[config.mk]
export PLATFORM = sky130hd
export DESIGN_NAME = rst_sequencer
export DESIGN_NICKNAME = d
export VERILOG_FILES = /design/src/rtl/rst_seq_pkg.sv /design/src/rtl/rst_auto_timer.sv /design/src/rtl/rst_sequencer.sv
export SDC_FILE = /design/constraint.sdc
export NUM_CORES = 1
export LEC_CHECK = 0
export BUFFER_PORTS_ARGS = -buffer_cell sky130_fd_sc_hd__buf_4
export CORE_MARGIN = 2
export CORE_UTILIZATION = 50
export CTS_CLUSTER_SIZE = 10
export DETAILED_ROUTE_END_ITERATION = 7
export PLACE_DENSITY = 0.77
export SLEW_MARGIN = 20
export SYNTH_ARGS = -nofsm -noshare
export SYNTH_HDL_FRONTEND = slang
export SYNTH_SLANG_ARGS = --single-unit
export TNS_END_PERCENT = 20
[constraint.sdc]
create_clock -name clk_sys -period 3.5 [get_ports clk_sys]
set_input_delay 0.175 -clock clk_sys [delete_from_list [all_inputs] [get_ports clk_sys]]
set_output_delay 0.175 -clock clk_sys [all_outputs]
set_load 0.1 [all_outputs]
[src/rtl/rst_seq_pkg.sv]
// Shared state encoding, domain count and cause-bit layout for the reset sequencer.
package rst_seq_pkg;
    localparam int NDOM       = 4;
    localparam int STAGE_W    = $clog2(NDOM);
    localparam int CAUSE_W    = NDOM + 1;
    localparam int CAUSE_REQ0 = 0;
    localparam int CAUSE_AUTO = 4;
    localparam int CNT_W      = 8;

    typedef enum logic [1:0] {
        ST_IDLE,
        ST_ASSERT,
        ST_RELEASE,
        ST_DONE
    } seq_state_e;

    // Down-counters expire at zero, so an N-cycle interval loads N-1.
    function automatic logic [CNT_W-1:0] cnt_load(input int unsigned cyc);
        return CNT_W'(cyc - 1);
    endfunction
endpackage

[src/rtl/rst_auto_timer.sv]
// Free-running period timer that emits a one-cycle auto_tick every AUTO_PERIOD cycles while enabled.
module rst_auto_timer #(
    parameter logic [31:0] AUTO_PERIOD = 32'd267_777_777
) (
    input  logic clk_sys,
    input  logic rst_in,
    input  logic auto_en,
    output logic auto_tick
);
    logic [31:0] cnt_q;
    logic [31:0] cnt_d;
    logic        at_end;

    assign at_end    = (cnt_q == AUTO_PERIOD - 32'd1);
    assign auto_tick = auto_en && at_end;

    always_comb begin
        cnt_d = cnt_q + 32'd1;
        if (!auto_en || at_end) begin
            cnt_d = 32'd0;
        end
    end

    always_ff @(posedge clk_sys or negedge rst_in) begin
        if (!rst_in) begin
            cnt_q <= 32'd0;
        end else begin
            cnt_q <= cnt_d;
        end
    end
endmodule

[src/rtl/rst_sequencer.sv]
// Multi-domain reset sequencer: holds all domains in reset, then releases them in order 0..3.
module rst_sequencer
    import rst_seq_pkg::*;
#(
    parameter int unsigned HOLD_CYC    = 16,
    parameter int unsigned GAP_CYC     = 8,
    parameter logic [31:0] AUTO_PERIOD = 32'd267_777_777
) (
    input  logic               clk_sys,
    input  logic               rst_in,
    input  logic [NDOM-1:0]    req,
    input  logic               auto_en,
    output logic [NDOM-1:0]    rst_dom,
    output logic               busy,
    output logic               done,
    output logic [CAUSE_W-1:0] cause
);
    localparam logic [CNT_W-1:0] HOLD_LOAD = cnt_load(HOLD_CYC);
    localparam logic [CNT_W-1:0] GAP_LOAD  = cnt_load(GAP_CYC);

    logic auto_tick;

    rst_auto_timer #(
        .AUTO_PERIOD(AUTO_PERIOD)
    ) u_auto_timer (
        .clk_sys  (clk_sys),
        .rst_in   (rst_in),
        .auto_en  (auto_en),
        .auto_tick(auto_tick)
    );

    seq_state_e         state_q, state_d;
    logic [CNT_W-1:0]   hold_q, hold_d;
    logic [CNT_W-1:0]   gap_q, gap_d;
    logic [STAGE_W-1:0] stage_q, stage_d;
    logic [NDOM-1:0]    dom_q, dom_d;
    logic               busy_q, busy_d;
    logic               done_q, done_d;
    logic [CAUSE_W-1:0] cause_q, cause_d;
    logic [CAUSE_W-1:0] new_cause;
    logic               trigger;

    always_comb begin
        new_cause                     = '0;
        new_cause[CAUSE_REQ0 +: NDOM] = req;
        new_cause[CAUSE_AUTO]         = auto_tick;
        trigger                       = |new_cause;

        state_d = state_q;
        hold_d  = hold_q;
        gap_d   = gap_q;
        stage_d = stage_q;
        dom_d   = dom_q;
        busy_d  = busy_q;
        done_d  = 1'b0;
        cause_d = cause_q;

        if (state_q == ST_IDLE) begin
            if (trigger) begin
                state_d = ST_ASSERT;
                hold_d  = HOLD_LOAD;
                stage_d = '0;
                dom_d   = '1;
                busy_d  = 1'b1;
                cause_d = new_cause;
            end
        end else if (trigger) begin
            // Any new request while busy restarts the full hold/release timing.
            state_d = ST_ASSERT;
            hold_d  = HOLD_LOAD;
            stage_d = '0;
            dom_d   = '1;
            busy_d  = 1'b1;
            cause_d = cause_q | new_cause;
        end else begin
            case (state_q)
                ST_ASSERT: begin
                    if (hold_q == '0) begin
                        state_d  = ST_RELEASE;
                        stage_d  = '0;
                        gap_d    = GAP_LOAD;
                        dom_d[0] = 1'b0;
                    end else begin
                        hold_d = hold_q - 1'b1;
                    end
                end
                ST_RELEASE: begin
                    if (gap_q != '0) begin
                        gap_d = gap_q - 1'b1;
                    end else if (stage_q == STAGE_W'(NDOM - 1)) begin
                        state_d = ST_DONE;
                        done_d  = 1'b1;
                    end else begin
                        stage_d        = stage_q + 1'b1;
                        gap_d          = GAP_LOAD;
                        dom_d[stage_d] = 1'b0;
                    end
                end
                ST_DONE: begin
                    state_d = ST_IDLE;
                    busy_d  = 1'b0;
                end
                default: begin
                    state_d = ST_IDLE;
                    busy_d  = 1'b0;
                end
            endcase
        end
    end

    always_ff @(posedge clk_sys or negedge rst_in) begin
        if (!rst_in) begin
            state_q <= ST_ASSERT;
            hold_q  <= HOLD_LOAD;
            gap_q   <= '0;
            stage_q <= '0;
            dom_q   <= '1;
            busy_q  <= 1'b1;
            done_q  <= 1'b0;
            cause_q <= '0;
        end else begin
            state_q <= state_d;
            hold_q  <= hold_d;
            gap_q   <= gap_d;
            stage_q <= stage_d;
            dom_q   <= dom_d;
            busy_q  <= busy_d;
            done_q  <= done_d;
            cause_q <= cause_d;
        end
    end

    assign rst_dom = dom_q;
    assign busy    = busy_q;
    assign done    = done_q;
    assign cause   = cause_q;
endmodule

==> impl_metrics.json <==
{
  "finalHoldViolCount": 0,
  "p_leak_uw": 0.001611,
  "grt_pass1_wl_mm": 11.25,
  "clock-sinks": 63,
  "p_sw_uw": 479.9,
  "ant_nets": 0,
  "tns_ns": 0,
  "yosysWarnings": 0,
  "layout-drive-gt1-share": 0.1496,
  "yosysSeqAreaShare": 0.4657,
  "cts.path.max_buffers": 2,
  "start_util": 0.5107,
  "min_period_ns": 2.470,
  "io_buffers": 17,
  "cts_resized": 0,
  "path_max_fanout": 15,
  "max_freq_ghz": 0.4049,
  "tritoncts": "yes",
  "pin_count": 18,
  "place.gp.congestion": 0.8681,
  "syn2layout_area_growth_pct": 12.50,
  "async_reset_ff_frac": 1.000,
  "status": "finished, final reports clean",
  "clockPowerShare": 0.373,
  "grt_overflow_total": 0,
  "synth.avg_cell_area_sq_um": 9.638,
  "synth_top_family_by_area": "simple AND/OR/NAND/NOR gates",
  "p_int_uw": 1217,
  "synthMuxAreaShare": 0.009168,
  "rrSetupSlack_ns": 1.03,
  "ir_drop_mv": 0.3022,
  "drc_errors": 0,
  "dieArea_sq_mm": 0.007500,
  "syn-num-nets": 374,
  "synthAdderAreaFrac": 0.04767,
  "worstSkewPairLatency_ns": 0.34,
  "p_per_area_mw_per_mm2": 442.1,
  "diodes": 0,
  "finalWirelength_mm": 6.444,
  "crit_type": "reg -> reg",
  "final_common_cell": "dfrtp_1",
  "hp-class": "in -> reg",
  "vias": 2553,
  "ff_latch_area_sq_mm": 0.001589,
  "max_slew_margin": 0.3773,
  "root_buffer": "clkbuf_8",
  "drt_pass1_iterations": 4,
  "viasPerCell": 5.538,
  "crit_required_ns": 3.77,
  "synth_cells": 354,
  "critPathArrivalTime_ns": 2.74,
  "grt_pass1_vias": 2545,
  "timing.final.crit_share": 0.7056,
  "grt_usage": 0.1884,
  "grt_start_max_net_pins": 64,
  "synth_ff_type": "dfrtp_1",
  "clk_pin_slew_ns": 0.07,
  "synth_top_area_share": 0.3887,
  "ys_types": 48,
  "cap_violations": 0,
  "layout_common_cells": "53 x dfrtp_1, 51 x nor2_1, 35 x nand2_1",
  "comb_power_share": 0.165,
  "place_ws_ns": 1.042,
  "yosys_register_bits": 63,
  "coreArea_sq_mm": 0.006681,
  "setup_violations": 0,
  "antenna_found_initial": 0,
  "htreeDepth": 3,
  "cpPeakStageDelay_ns": 0.48,
  "final_nets": 396,
  "hpwlAfterDp_mm": 4.631,
  "path_cells": "inv_1, ha_1, nor4b_1, nand4_1, nor3_2, buf_4, nand2b_1, a2bb2oi_1",
  "cp-start-kind": "flop",
  "rows": 30,
  "rsz0062_at_grt": "no",
  "cpMaxStageDelayCell": "nand2b_1",
  "netSwitchingFraction": 0.2828,
  "multi_input_area_sq_mm": 0.001709,
  "fillers": 585,
  "seqPwrFrac": 0.462,
  "die_x_um": 86.61,
  "synth_edf_count": 0,
  "layout_setup_ws_ns": 1.030,
  "synthTopCellsByArea": "dfrtp_1 39%, dfstp_2 7.7%, nor2_1 5.6%",
  "synth-compound-area-share": 0.1052,
  "slew_violations": 0,
  "syn_area_sq_mm": 0.003412,
  "synth_xor_area_frac": 0.08214,
  "synth_largest_area_cell": "dfrtp_1",
  "cts_buffers": 9,
  "cp_num_buf_inv": 2,
  "end_kind": "flop",
  "drt-initial-drc-count": 98,
  "wire_per_inst_um": 13.98,
  "die_y_um": 86.61,
  "tightest_slew_ns": 0.9105,
  "clock_skew_ns": 0.01116,
  "synthSimpleGateAreaFrac": 0.2541,
  "critPathTopFamily": "simple AND/OR/NAND/NOR gates"
}
## kinds of logic (layout without fill, tap and decap cells)
group | count (synthesis) | count (layout)
multiplexers | 3 | 3
buffers and inverters | 31 | 58
adder cells (fa/ha/maj) | 13 | 13
flip-flops | 63 | 63
XOR/XNOR | 32 | 32
AND/OR/NAND/NOR | 166 | 166
AO/OA/AOI/OAI | 46 | 46
## synth_stat cells, drive strengths merged, types with 8 or more instances
master / n
dfrtp: 53
nor2: 51
nand2: 35
inv: 21
xnor2: 20
nand3: 15
ha: 13
nor4: 12
xor2: 12
a21o: 10
dfstp: 10
o31ai: 10
nor3: 9
nand4: 8
## flip-flops by register name (all words and copies together), names as in the netlist
signal              cells
state_q                 2
rst_dom                 4
u_auto_timer.cnt_q     32
busy                    1
hold_q                  8
done                    1
stage_q                 2
gap_q                   8
cause                   5
## layer usage
metal  wire length, um  global-route usage  up-vias
li1                  -                   -     1275
met1              2946              0.2345     1235
met2              3213              0.3189       33
met3               216             0.05714       10
met4                68             0.05114        0
met5                 0                   0        -
## cell type report
type / count / area share
sequential: 63 / 0.4139
timing repair buffer: 21 / 0.04172
tap: 80 / 0.02608
multi-input combinational: 260 / 0.4452
inverter: 21 / 0.02053
clock buffer: 13 / 0.04139
clock inverter: 3 / 0.01108
## path summary, 6_finish.rpt
path,startpoint,to,depth (start not counted)
min in group asynchronous,rst_in,done,2
min reg2reg,cause[3],cause[3],1
max in group asynchronous,rst_in,u_auto_timer.cnt_q[6],2
max reg2reg,u_auto_timer.cnt_q[0],state_q[0],8
min,req[1],cause[1],2
max,u_auto_timer.cnt_q[0],state_q[0],8
## repair_timing
item | in CTS | in global routing
buffers inserted | 0 | 0
hold endpoints to repair | 53 | 0
hold buffers | 1 | 0
## power groups by stage
stage | Sequential, uW | Combinational (uW) | Clock [uW]
after floorplan | 851 | 148 | 0
after global placement | 796 | 273 | 0
after detailed placement | 796 | 279 | 0
after CTS | 784 | 281 | 651
after global routing | 787 | 311 | 680
final | 784 | 281 | 632
## per-stage QoR
step	power [uW]	hold slack [ns]	util	instance area [sq um]	cells
6_report	1697	0.03226	0.5745	3839	461
4_1_cts	1716	0.01713	0.5745	3839	461
2_1_floorplan	999.1	-0.1206	-	3412	354
3_3_place_gp	1068	0.3039	0.5429	3627	444
3_5_place_dp	1076	0.3058	0.5429	3627	444
5_1_grt	1779	0.02017	0.5745	3839	461
Power figures use the tool's default switching activity.
